## src/rtl/riscv_ctrl_pkg.sv

```systemverilog
`default_nettype none
// +------------------------------------------------------------------+
// | Package     : riscv_ctrl_pkg                                     |
// | Description : Shared encodings for the multi-cycle RV32I-subset  |
// |               controller: opcodes, FSM states, mux selects,      |
// |               ALUOp codes and branch func3 codes.                |
// | Revision    : 1.0 - initial release                              |
// +------------------------------------------------------------------+
package riscv_ctrl_pkg;

  // Supported major opcodes (IR[6:0])
  localparam logic [6:0] OP_LOAD   = 7'b0000011;
  localparam logic [6:0] OP_STORE  = 7'b0100011;
  localparam logic [6:0] OP_RTYPE  = 7'b0110011;
  localparam logic [6:0] OP_ITYPE  = 7'b0010011;
  localparam logic [6:0] OP_BRANCH = 7'b1100011;

  // Sequencer states
  typedef enum logic [3:0] {
    S_IDLE    = 4'd0,
    S_FETCH   = 4'd1,
    S_DECODE  = 4'd2,
    S_MEM_ADR = 4'd3,
    S_MEM_RD  = 4'd4,
    S_MEM_WB  = 4'd5,
    S_MEM_WR  = 4'd6,
    S_EXEC_R  = 4'd7,
    S_EXEC_I  = 4'd8,
    S_ALU_WB  = 4'd9,
    S_BRANCH  = 4'd10,
    S_HALT    = 4'd11
  } state_e;

  // ALUOp
  localparam logic [1:0] ALUOP_ADD  = 2'b00;
  localparam logic [1:0] ALUOP_SUB  = 2'b01;
  localparam logic [1:0] ALUOP_FUNC = 2'b10;

  // ImmSrc
  localparam logic [1:0] IMM_I = 2'b00;
  localparam logic [1:0] IMM_S = 2'b01;
  localparam logic [1:0] IMM_B = 2'b10;

  // ResultSrc
  localparam logic [1:0] RES_ALUOUT = 2'b00;
  localparam logic [1:0] RES_RDATA  = 2'b01;
  localparam logic [1:0] RES_ALU    = 2'b10;

  // AluSrcA
  localparam logic [1:0] SRCA_PC    = 2'b00;
  localparam logic [1:0] SRCA_OLDPC = 2'b01;
  localparam logic [1:0] SRCA_RS1   = 2'b10;

  // AluSrcB
  localparam logic [1:0] SRCB_RS2  = 2'b00;
  localparam logic [1:0] SRCB_IMM  = 2'b01;
  localparam logic [1:0] SRCB_FOUR = 2'b10;

  // Branch func3 codes
  localparam logic [2:0] F3_BEQ = 3'b000;
  localparam logic [2:0] F3_BNE = 3'b001;
  localparam logic [2:0] F3_BLT = 3'b100;
  localparam logic [2:0] F3_BGE = 3'b101;

endpackage
`default_nettype wire

```

## src/rtl/mc_branch_eval.sv

```systemverilog
`default_nettype none
// +------------------------------------------------------------------+
// | Module      : mc_branch_eval                                     |
// | Description : Combinational branch condition evaluator. Uses the |
// |               zero/sign flags of rs1 - rs2; unsupported func3    |
// |               codes behave as a never-taken branch (NOP).        |
// | Revision    : 1.0 - initial release                              |
// +------------------------------------------------------------------+
module mc_branch_eval
  import riscv_ctrl_pkg::*;
(
  input  logic [2:0] func3,
  input  logic       zero_flag,
  input  logic       sign_flag,
  output logic       taken
);

  // Decode func3 into a taken decision
  always_comb begin
    taken = 1'b0;
    case (func3)
      F3_BEQ:  taken = zero_flag;
      F3_BNE:  taken = ~zero_flag;
      F3_BLT:  taken = sign_flag;
      F3_BGE:  taken = ~sign_flag;
      default: taken = 1'b0;
    endcase
  end

endmodule
`default_nettype wire

```

## src/rtl/multicycle_ctrl_fsm.sv

```systemverilog
`default_nettype none
// +------------------------------------------------------------------+
// | Module      : multicycle_ctrl_fsm                                |
// | Description : Multi-cycle sequencer for an RV32I-subset datapath |
// |               with a shared memory port, req/ready handshake and |
// |               wait-state timeout.                                |
// |               Optional macro MCC_PERF_CNT_EN adds cycle_cnt and  |
// |               instret_cnt performance counters.                  |
// | Revision    : 1.0 - initial release                              |
// +------------------------------------------------------------------+
module multicycle_ctrl_fsm
  import riscv_ctrl_pkg::*;
#(
  parameter int WAIT_MAX = 15
`ifdef MCC_PERF_CNT_EN
  ,
  parameter int PERF_W   = 32
`endif
) (
  input  logic       clk,
  input  logic       rst_n,
  input  logic [6:0] opcode,
  input  logic [2:0] func3,
  input  logic       zero_flag,
  input  logic       sign_flag,
  input  logic       mem_ready,
  output logic       mem_req,
  output logic       mem_write,
  output logic       adr_src,
  output logic       ir_write,
  output logic       pc_write,
  output logic       reg_write,
  output logic [1:0] alu_src_a,
  output logic [1:0] alu_src_b,
  output logic [1:0] result_src,
  output logic [1:0] imm_src,
  output logic [1:0] alu_op,
  output logic       illegal_instr,
  output logic       bus_err
`ifdef MCC_PERF_CNT_EN
  ,
  output logic [PERF_W-1:0] cycle_cnt,
  output logic [PERF_W-1:0] instret_cnt
`endif
);

  // Timeout fires on the stalled cycle that would bring the count to WAIT_MAX
  localparam logic [7:0] WAIT_LAST = 8'(WAIT_MAX - 1);

  state_e     state_q, state_d;
  logic [7:0] wait_cnt_q, wait_cnt_d;
  logic       illegal_q, illegal_d;
  logic       bus_err_q, bus_err_d;
  logic       branch_taken;

  mc_branch_eval u_branch_eval (
    .func3     (func3),
    .zero_flag (zero_flag),
    .sign_flag (sign_flag),
    .taken     (branch_taken)
  );

  assign illegal_instr = illegal_q;
  assign bus_err       = bus_err_q;

  // Next-state, control outputs, sticky flags and wait counter
  always_comb begin
    state_d    = state_q;
    illegal_d  = illegal_q;
    bus_err_d  = bus_err_q;
    mem_req    = 1'b0;
    mem_write  = 1'b0;
    adr_src    = 1'b0;
    ir_write   = 1'b0;
    pc_write   = 1'b0;
    reg_write  = 1'b0;
    alu_src_a  = SRCA_PC;
    alu_src_b  = SRCB_RS2;
    result_src = RES_ALUOUT;
    imm_src    = IMM_I;
    alu_op     = ALUOP_ADD;

    case (state_q)
      S_IDLE: state_d = S_FETCH;
      S_FETCH: begin
        mem_req    = 1'b1;
        alu_src_b  = SRCB_FOUR;
        result_src = RES_ALU;
        if (mem_ready) begin
          ir_write = 1'b1;
          pc_write = 1'b1;
          state_d  = S_DECODE;
        end
      end
      S_DECODE: begin
        // ALUOut captures OldPC + B-immediate (branch target)
        alu_src_a = SRCA_OLDPC;
        alu_src_b = SRCB_IMM;
        imm_src   = IMM_B;
        case (opcode)
          OP_LOAD, OP_STORE: state_d = S_MEM_ADR;
          OP_RTYPE:          state_d = S_EXEC_R;
          OP_ITYPE:          state_d = S_EXEC_I;
          OP_BRANCH:         state_d = S_BRANCH;
          default: begin
            state_d   = S_HALT;
            illegal_d = 1'b1;
          end
        endcase
      end
      S_MEM_ADR: begin
        alu_src_a = SRCA_RS1;
        alu_src_b = SRCB_IMM;
        if (opcode == OP_STORE) begin
          imm_src = IMM_S;
          state_d = S_MEM_WR;
        end else begin
          imm_src = IMM_I;
          state_d = S_MEM_RD;
        end
      end
      S_MEM_RD: begin
        mem_req = 1'b1;
        adr_src = 1'b1;
        if (mem_ready) state_d = S_MEM_WB;
      end
      S_MEM_WB: begin
        reg_write  = 1'b1;
        result_src = RES_RDATA;
        state_d    = S_FETCH;
      end
      S_MEM_WR: begin
        mem_req   = 1'b1;
        mem_write = 1'b1;
        adr_src   = 1'b1;
        if (mem_ready) state_d = S_FETCH;
      end
      S_EXEC_R: begin
        alu_src_a = SRCA_RS1;
        alu_src_b = SRCB_RS2;
        alu_op    = ALUOP_FUNC;
        state_d   = S_ALU_WB;
      end
      S_EXEC_I: begin
        alu_src_a = SRCA_RS1;
        alu_src_b = SRCB_IMM;
        imm_src   = IMM_I;
        alu_op    = ALUOP_FUNC;
        state_d   = S_ALU_WB;
      end
      S_ALU_WB: begin
        reg_write  = 1'b1;
        result_src = RES_ALUOUT;
        state_d    = S_FETCH;
      end
      S_BRANCH: begin
        alu_src_a  = SRCA_RS1;
        alu_src_b  = SRCB_RS2;
        alu_op     = ALUOP_SUB;
        result_src = RES_ALUOUT;
        pc_write   = branch_taken;
        state_d    = S_FETCH;
      end
      S_HALT:  state_d = S_HALT;
      default: state_d = S_IDLE;
    endcase

    // Wait-state timeout overrides the normal stall
    if (mem_req && !mem_ready && (wait_cnt_q == WAIT_LAST)) begin
      state_d   = S_HALT;
      bus_err_d = 1'b1;
    end

    if (mem_ready || (state_d != state_q)) begin
      wait_cnt_d = 8'd0;
    end else if (mem_req) begin
      wait_cnt_d = wait_cnt_q + 8'd1;
    end else begin
      wait_cnt_d = wait_cnt_q;
    end
  end

  // State, wait counter and sticky flag registers
  always_ff @(posedge clk or negedge rst_n) begin
    if (!rst_n) begin
      state_q    <= S_IDLE;
      wait_cnt_q <= 8'd0;
      illegal_q  <= 1'b0;
      bus_err_q  <= 1'b0;
    end else begin
      state_q    <= state_d;
      wait_cnt_q <= wait_cnt_d;
      illegal_q  <= illegal_d;
      bus_err_q  <= bus_err_d;
    end
  end

`ifdef MCC_PERF_CNT_EN
  logic [PERF_W-1:0] cycle_cnt_q, cycle_cnt_d;
  logic [PERF_W-1:0] instret_cnt_q, instret_cnt_d;
  logic              retire;

  assign cycle_cnt   = cycle_cnt_q;
  assign instret_cnt = instret_cnt_q;

  // Count active cycles and instruction retirements (wrapping)
  always_comb begin
    cycle_cnt_d   = cycle_cnt_q;
    instret_cnt_d = instret_cnt_q;
    retire        = (state_d == S_FETCH) &&
                    ((state_q == S_MEM_WB) || (state_q == S_MEM_WR) ||
                     (state_q == S_ALU_WB) || (state_q == S_BRANCH));
    if ((state_q != S_IDLE) && (state_q != S_HALT)) cycle_cnt_d = cycle_cnt_q + 1'b1;
    if (retire) instret_cnt_d = instret_cnt_q + 1'b1;
  end

  // Performance counter registers
  always_ff @(posedge clk or negedge rst_n) begin
    if (!rst_n) begin
      cycle_cnt_q   <= '0;
      instret_cnt_q <= '0;
    end else begin
      cycle_cnt_q   <= cycle_cnt_d;
      instret_cnt_q <= instret_cnt_d;
    end
  end
`endif

endmodule
`default_nettype wire

```

## config.mk

```make
export PLATFORM = sky130hd
export DESIGN_NAME = multicycle_ctrl_fsm
export DESIGN_NICKNAME = d
export VERILOG_FILES = /design/src/rtl/riscv_ctrl_pkg.sv /design/src/rtl/mc_branch_eval.sv /design/src/rtl/multicycle_ctrl_fsm.sv
export SDC_FILE = /design/constraint.sdc
export NUM_CORES = 1
export LEC_CHECK = 0
export BUFFER_PORTS_ARGS = -buffer_cell sky130_fd_sc_hd__buf_2
export CORE_ASPECT_RATIO = 0.6
export CORE_MARGIN = 2
export CORE_UTILIZATION = 45
export DETAILED_ROUTE_END_ITERATION = 8
export GPL_ROUTABILITY_DRIVEN = 0
export GPL_TIMING_DRIVEN = 0
export PLACE_DENSITY_LB_ADDON = 0.08
export SLEW_MARGIN = 20
export SYNTH_ARGS = -nofsm -noshare
export SYNTH_HDL_FRONTEND = slang
export SYNTH_HIERARCHICAL = 1
export SYNTH_SLANG_ARGS = --single-unit
export TNS_END_PERCENT = 50
```

## constraint.sdc

```tcl
create_clock -name clk -period 3.8 [get_ports clk]
set_clock_uncertainty 0.1 [all_clocks]
set_input_delay 0.57 -clock clk [delete_from_list [all_inputs] [get_ports clk]]
set_output_delay 0.57 -clock clk [all_outputs]
set_load 0.005 [all_outputs]
```

==> qor.yml, run 1 <==
run_status:
  outcome: "completed"
clock_tree:
  clock_latency_ps: 240
  path_clk_slew_ps: 50
  post_cts.repair.setup_buffers: 0
  cts-root-buf: "clkbuf_8"
  cts_hold_buf: 0
  clock-sinks: 14
  cts_resized: 0
  cts_buffer_depth: 2
  cts_buffers: 3
  htreeDepth: 1
  tritoncts: "yes"
synth:
  synth.distinct_cells: 54
  synth_edf_count: 0
  async_reset_ff_frac: 1.00
  syn_avg_cell_area_sq_um: 8.88
  synthFlopType: "dfrtp_1"
  synth_nets: 145
  ys_ff_latch: 14
  synthesis.area_sq_um: 1140
  syn-instance-count: 128
  synth_warnings: 6
  ys_seq_area_frac: 0.308
worst_setup_path:
  crit_type: "register to register"
  critical_path.startpoint_type: "register"
  crit_path_end_kind: "register"
  cp.required_ps: 3830
  crit_slowest_cell: "nor4b_1"
  worstPathCellList: "inv_1 -> ha_1 -> nor4b_1 -> nand3_1 -> a221oi_2 -> o2bb2ai_2 -> a2111oi_2"
  path_max_fanout: 8
  worstPathArrival_ps: 2550
  slowest_delay_ps: 570
pwr:
  comb_power_share: 0.658
  swShare: 0.456
  powerDensity_nw_per_um2: 713
  cellLeakagePower_uw: 0.000644
  ir_worst_vdd_mv: 0.306
  p_int_uw: 534
  power_frac_clock: 0.118
  seqPwrFrac: 0.223
  p_switching_uw: 448
cells_and_area:
  n_fill_cell: 251
  drive_gt1_frac: 0.307
  num_antenna_cells: 0
  areaGrowthSynthToFinish_pct: 21.3
  nets: 182
routing:
  avgRoutedWirePerCell_microns: 14.1
  wirelength_microns: 2750
  drt-initial-drc-count: 31
  antenna_left: 0
  viasPerCell: 5.60
  dr.pass1.iters: 4
  num_vias: 1092
  drcViolationCount: 0
placed_design:
  portBuffers: 32
  dpl.hpwl_microns: 2170
  place_ws_ps: 1280
global_routing:
  grt_pass1_wl_microns: 4320
  grt_pass1_vias: 945
  antenna_found_initial: 0
  grt-ovfl-total: 0
  grt_max_degree: 15
  grt.total_usage: 0.202
floorplanning:
  dieArea_sq_um: 2960
  fp.dieW_microns: 68.9
  start_util: 0.463
  io_pins: 33
  core_sq_um: 2450
  placementRows: 14
  die_h_microns: 42.9
sta:
  finalWorstSetupSlack_ps: 1280
  hold_viol_final: 0
  slew_viol_final: 0
  period_share: 0.662
  period_minus_slack_ps: 2520
  setup_violations: 0
  tns_ps: 0
  tightest_slew_ps: 687
  timing.slew.headroom: 0.536
  fmax_mhz: 397
  rsz0062_at_grt: "no"
min_path:
  min_path_type: "input pin to async pin"
flow_run:
  maxCapViolCount: 0
==> state kept, by name (all words and copies together), names as in the netlist <==
name / count
wait_cnt_q: 8
bus_err: 1
state_q: 4
illegal_instr: 1
==> worst max-delay path: cells and delay by family, from the launching register on <==
| kind | cells | cell delay (ps) |
|---|---|---|
| AOI/OAI and AO/OA | 3 | 780 |
| DFF | 1 | 410 |
| and+or+nand+nor | 2 | 900 |
| adders and majority gates | 1 | 140 |
| buffers and inverters | 1 | 70 |
==> per-layer routing <==
layer  vias up  wire, microns  global-route usage
met5         -              0                   0
met4         0             10              0.0353
li1        544              -                   -
met2        36           1110               0.273
met3         2            270              0.0716
met1       510           1350               0.312
==> area by class of cell <==
class / count / area, sq um / area share
buffer: 6 / 35.0 / 0.0254
clock buffer: 3 / 41.3 / 0.0300
inverter: 6 / 22.5 / 0.0163
multi-input combinational: 102 / 728 / 0.529
sequential: 14 / 350 / 0.254
tap: 32 / 40.0 / 0.0291
timing repair buffer: 32 / 160 / 0.116
==> placed cells by master, fill, tap and decap left out, types with 4 or more instances in the layout <==
| master | n |
|---|---|
| buf_2 | 33 |
| dfrtp_1 | 14 |
| nand2_1 | 13 |
| nor3_1 | 10 |
| nor2_1 | 8 |
| xor2_1 | 6 |
| inv_1 | 5 |
| nand2b_1 | 5 |
| nor2b_1 | 4 |
| nand3_1 | 4 |
==> synth_stat cells, types with 2 or more instances <==
cell type	count	area (sq um)
nand2_1	13	48.8
ha_1	2	25.0
nand2b_1	5	31.3
nor2b_1	4	25.0
o21ai_0	2	10.0
nor2_1	8	30.0
a21o_1	2	15.0
clkbuf_1	3	11.3
nand3_1	4	20.0
a2111oi_2	3	45.0
nor3_1	10	50.1
nand4_1	2	12.5
a21boi_1	2	15.0
dfrtp_1	14	350
xor2_1	6	52.6
and2_1	2	12.5
o22ai_1	2	12.5
inv_1	5	18.8
nor4b_1	2	17.5
a21oi_1	3	15.0
==> final timing paths <==
| check | startpoint | end | slack, ps | cells past startpoint |
|---|---|---|---|---|
| max in group asynchronous | rst_n | state_q[0] | 3250 | 1 |
| hold reg to reg | bus_err | bus_err | 360 | 1 |
| setup reg to reg | wait_cnt_q[0] | wait_cnt_q[1] | 1280 | 7 |
| min in group clk | bus_err | bus_err | 360 | 1 |
| hold / removal | rst_n | wait_cnt_q[1] | 110 | 1 |
| setup / recovery | wait_cnt_q[0] | wait_cnt_q[1] | 1280 | 7 |
==> logic make-up after synthesis <==
| kind of cell | share of synthesized area |
|---|---|
| XOR/XNOR | 0.0540 |
| buffers and inverters | 0.0507 |
| AO/OA/AOI/OAI | 0.226 |
| flip-flops | 0.308 |
| AND/OR/NAND/NOR | 0.308 |
| adder cells (fa/ha/maj) | 0.0220 |
| multiplexers | 0.0308 |
==> stage by stage <==
| step | instance area (sq um) | instances | utilization | hold WS (ps) | power [uW] |
|---|---|---|---|---|---|
| after CTS | 1380 | 195 | 0.562 | 120 | 993 |
| after detailed placement | 1340 | 192 | 0.545 | 348 | 871 |
| after floorplan | 1140 | 128 | - | 174 | 688 |
| final | 1380 | 195 | 0.562 | 114 | 982 |
| after global routing | 1380 | 195 | 0.562 | 135 | 1060 |
| after global placement | 1340 | 192 | 0.545 | 345 | 859 |
==> power groups by stage <==
stage	clock [uW]	sequential [uW]	combinational [uW]
detailed placement	0	221	651
global route	124	224	716
floorplan	0	209	478
global placement	0	217	643
finish	116	219	647
CTS	121	218	654
(Power assumes the default switching activity.)
==> run 2, diff against run 1 <==
==> constraint.sdc (replaced) <==
create_clock -name clk -period 2.2 [get_ports clk]
set_clock_uncertainty 0.1 [all_clocks]
set_input_delay 0.33 -clock clk [delete_from_list [all_inputs] [get_ports clk]]
set_output_delay 0.33 -clock clk [all_outputs]
set_load 0.005 [all_outputs]
==> run 2 against run 1 <==
Compared with the run above: the flow now finishes with violations (setup timing); core utilization grew 14 points; cell area is 24% higher; first-iteration DRC count increased to 3.5 times the previous value; global-route usage grew 3.5 points; sequential power increased by 83%; hold slack better by 220 ps; sequential share of layout area down 4.7 points; maximum frequency rose by 12%.
==> qor.yml, run 2 (synthesis gave the netlist of run 1 again) <==
sta:
  hold_viol_final: 0  # unchanged
  tns_ps: -250  # was 0 ps
  timing.slew.headroom: 0.722  # was 0.536
  slew_viol_final: 0  # unchanged
  period_share: 1.02  # was 0.662
  period_minus_slack_ps: 2250  # was 2520 ps
  finalWorstSetupSlack_ps: -46.2  # was 1280 ps
  tightest_slew_ps: 413  # was 687 ps
  rsz0062_at_grt: "yes"  # was no
  setup_violations: 7  # was 0
  fmax_mhz: 445  # was 397 MHz
worst_setup_path:
  critical_path.startpoint_type: "register"  # unchanged
  ff2ff_setup_slack_ps: -50  # was 1280 ps
  path_max_fanout: 6  # was 8
  crit_type: "register to register"  # unchanged
  cp.required_ps: 2250  # was 3830 ps
  worst-r2r-cell-count: 7  # unchanged
  worstPathArrival_ps: 2290  # was 2550 ps
  crit_path_end_kind: "register"  # unchanged
placed_design:
  portBuffers: 32  # unchanged
  dpl.hpwl_microns: 2240  # was 2170 microns
  dpl.cell_count: 192  # unchanged
min_path:
  min_path_type: "input pin to register"  # was input pin to async pin
  hold_depth: 3
clock_tree:
  cts_buffer_depth: 2  # unchanged
  tritoncts: "yes"  # unchanged
  cts-root-buf: "clkbuf_8"  # unchanged
  clock_latency_ps: 260  # was 240 ps
  cts_buffers: 3  # unchanged
  path_clk_slew_ps: 60  # was 50 ps
  clock-sinks: 14  # unchanged
  htreeDepth: 1  # unchanged
global_routing:
  grt_pass1_vias: 1053  # was 945
  antenna_found_initial: 0  # unchanged
  grt-ovfl-total: 0  # unchanged
  grt_pass1_wl_microns: 5060  # was 4320 microns
  grt_max_degree: 15  # unchanged
  grt.total_usage: 0.238  # was 0.202
cells_and_area:
  stdcell_count: 207  # was 195
  num_antenna_cells: 0  # unchanged
  largestRegisters: "wait_cnt_q: 8 flops, state_q: 4 flops"  # unchanged
  drive_gt1_frac: 0.491  # was 0.307
  areaGrowthSynthToFinish_pct: 50.6  # was 21.3%
  regMostFlops: "wait_cnt_q"  # unchanged
  layout_commonest_cell: "buf_2"  # unchanged
  nets: 193  # was 182
  largest_reg_flops: 8  # unchanged
  final_cell_mix: "buf_2 (33), nand2_1 (12), dfrtp_1 (11)"  # was buf_2 (33), dfrtp_1 (14), nand2_1 (13)
floorplanning:
  dieArea_sq_um: 2960  # unchanged
  placementRows: 14  # unchanged
  io_pins: 33  # unchanged
  core_sq_um: 2450  # unchanged
  start_util: 0.463  # unchanged
  die_h_microns: 42.9  # unchanged
  fp.dieW_microns: 68.9  # unchanged
routing:
  num_vias: 1211  # was 1,092
  dr.pass1.iters: 4  # unchanged
  antenna_left: 0  # unchanged
  viasPerCell: 5.85  # was 5.60
  drt-initial-drc-count: 107  # was 31
  wirelength_microns: 3430  # was 2750 microns
  drcViolationCount: 0  # unchanged
  avgRoutedWirePerCell_microns: 16.5  # was 14.1 microns
pwr:
  cellLeakagePower_uw: 0.000766  # was 0.000644 uW
  ir_worst_vdd_mv: 0.674  # was 0.306 mV
  totalPowerFinal_uw: 2420  # was 982 uW
  powerDensity_nw_per_um2: 1410  # was 713 nW/um^2
flow_run:
  maxCapViolCount: 0  # unchanged
run_status:
  violations: "setup timing"
  outcome: "finished, violations left"  # was completed
-- run 2: cell count changes in the layout (fill, tap and decap cells not counted), sizes merged --
| cell | previous run | this run |
|---|---|---|
| buf | 35 | 46 |
| clkinv | 0 | 1 |
| dlygate4sd3 | 0 | 1 |
| inv | 6 | 5 |
-- run 2: layout make-up --
cell class | instances | area, sq um
clock buffer | 4 | 55.1
sequential | 14 | 354
inverter | 6 | 27.5
buffer | 6 | 46.3
fill | 193 | 742
tap | 32 | 40.0
timing repair buffer | 43 | 262
multi-input combinational | 102 | 926
-- run 2: worst paths after layout --
path	from	endpoint
hold / removal	opcode[6]	illegal_instr
hold reg to reg	bus_err	bus_err
max in group asynchronous	rst_n	state_q[0]
setup reg to reg	state_q[2]	wait_cnt_q[6]
min in group asynchronous	rst_n	wait_cnt_q[5]
setup / recovery	state_q[2]	wait_cnt_q[6]
-- run 2: through the flow --
step	instance area, sq um	util	hold WS, ps	worst slack [ps]
final	1710	0.697	339	-46.2
after global routing	1710	0.697	361	-106
after floorplan	1160	-	-65.6	23.8
after global placement	1360	0.555	140	-270
after detailed placement	1360	0.555	141	-360
after CTS	1580	0.646	338	-23.1
-- run 2: report_power, final --
part	switching, uW	internal, uW	leakage (uW)	total [uW]
combinational	887	863	0.000556	1750
clock	106	159	0.0000288	265
sequential	87.3	312	0.000181	400
-- run 2: metal layers --
metal | share of wire | vias up | track usage
met5 | 0 | - | 0
met3 | 0.073 | 3 | 0.0849
li1 | - | 573 | -
met4 | 0.0041 | 0 | 0.0510
met1 | 0.48 | 588 | 0.359
met2 | 0.45 | 47 | 0.323
-- run 2: repair_timing --
action,in CTS,in global routing
buffers inserted,7,3
setup endpoints to repair,9,9
pin swaps,6,11
endpoints found under the hold margin,14,0
hold buffers,1,0
gates resized for setup,22,24
-- run 2: critical path, cell delays in order (launching register included) --
cell      delay [ps]
dfrtp_2          450
or3_4            400
a311oi_2         300
a31o_1           150
a211o_1          180
mux2i_4          340
buf_12           160
nor3_2            50
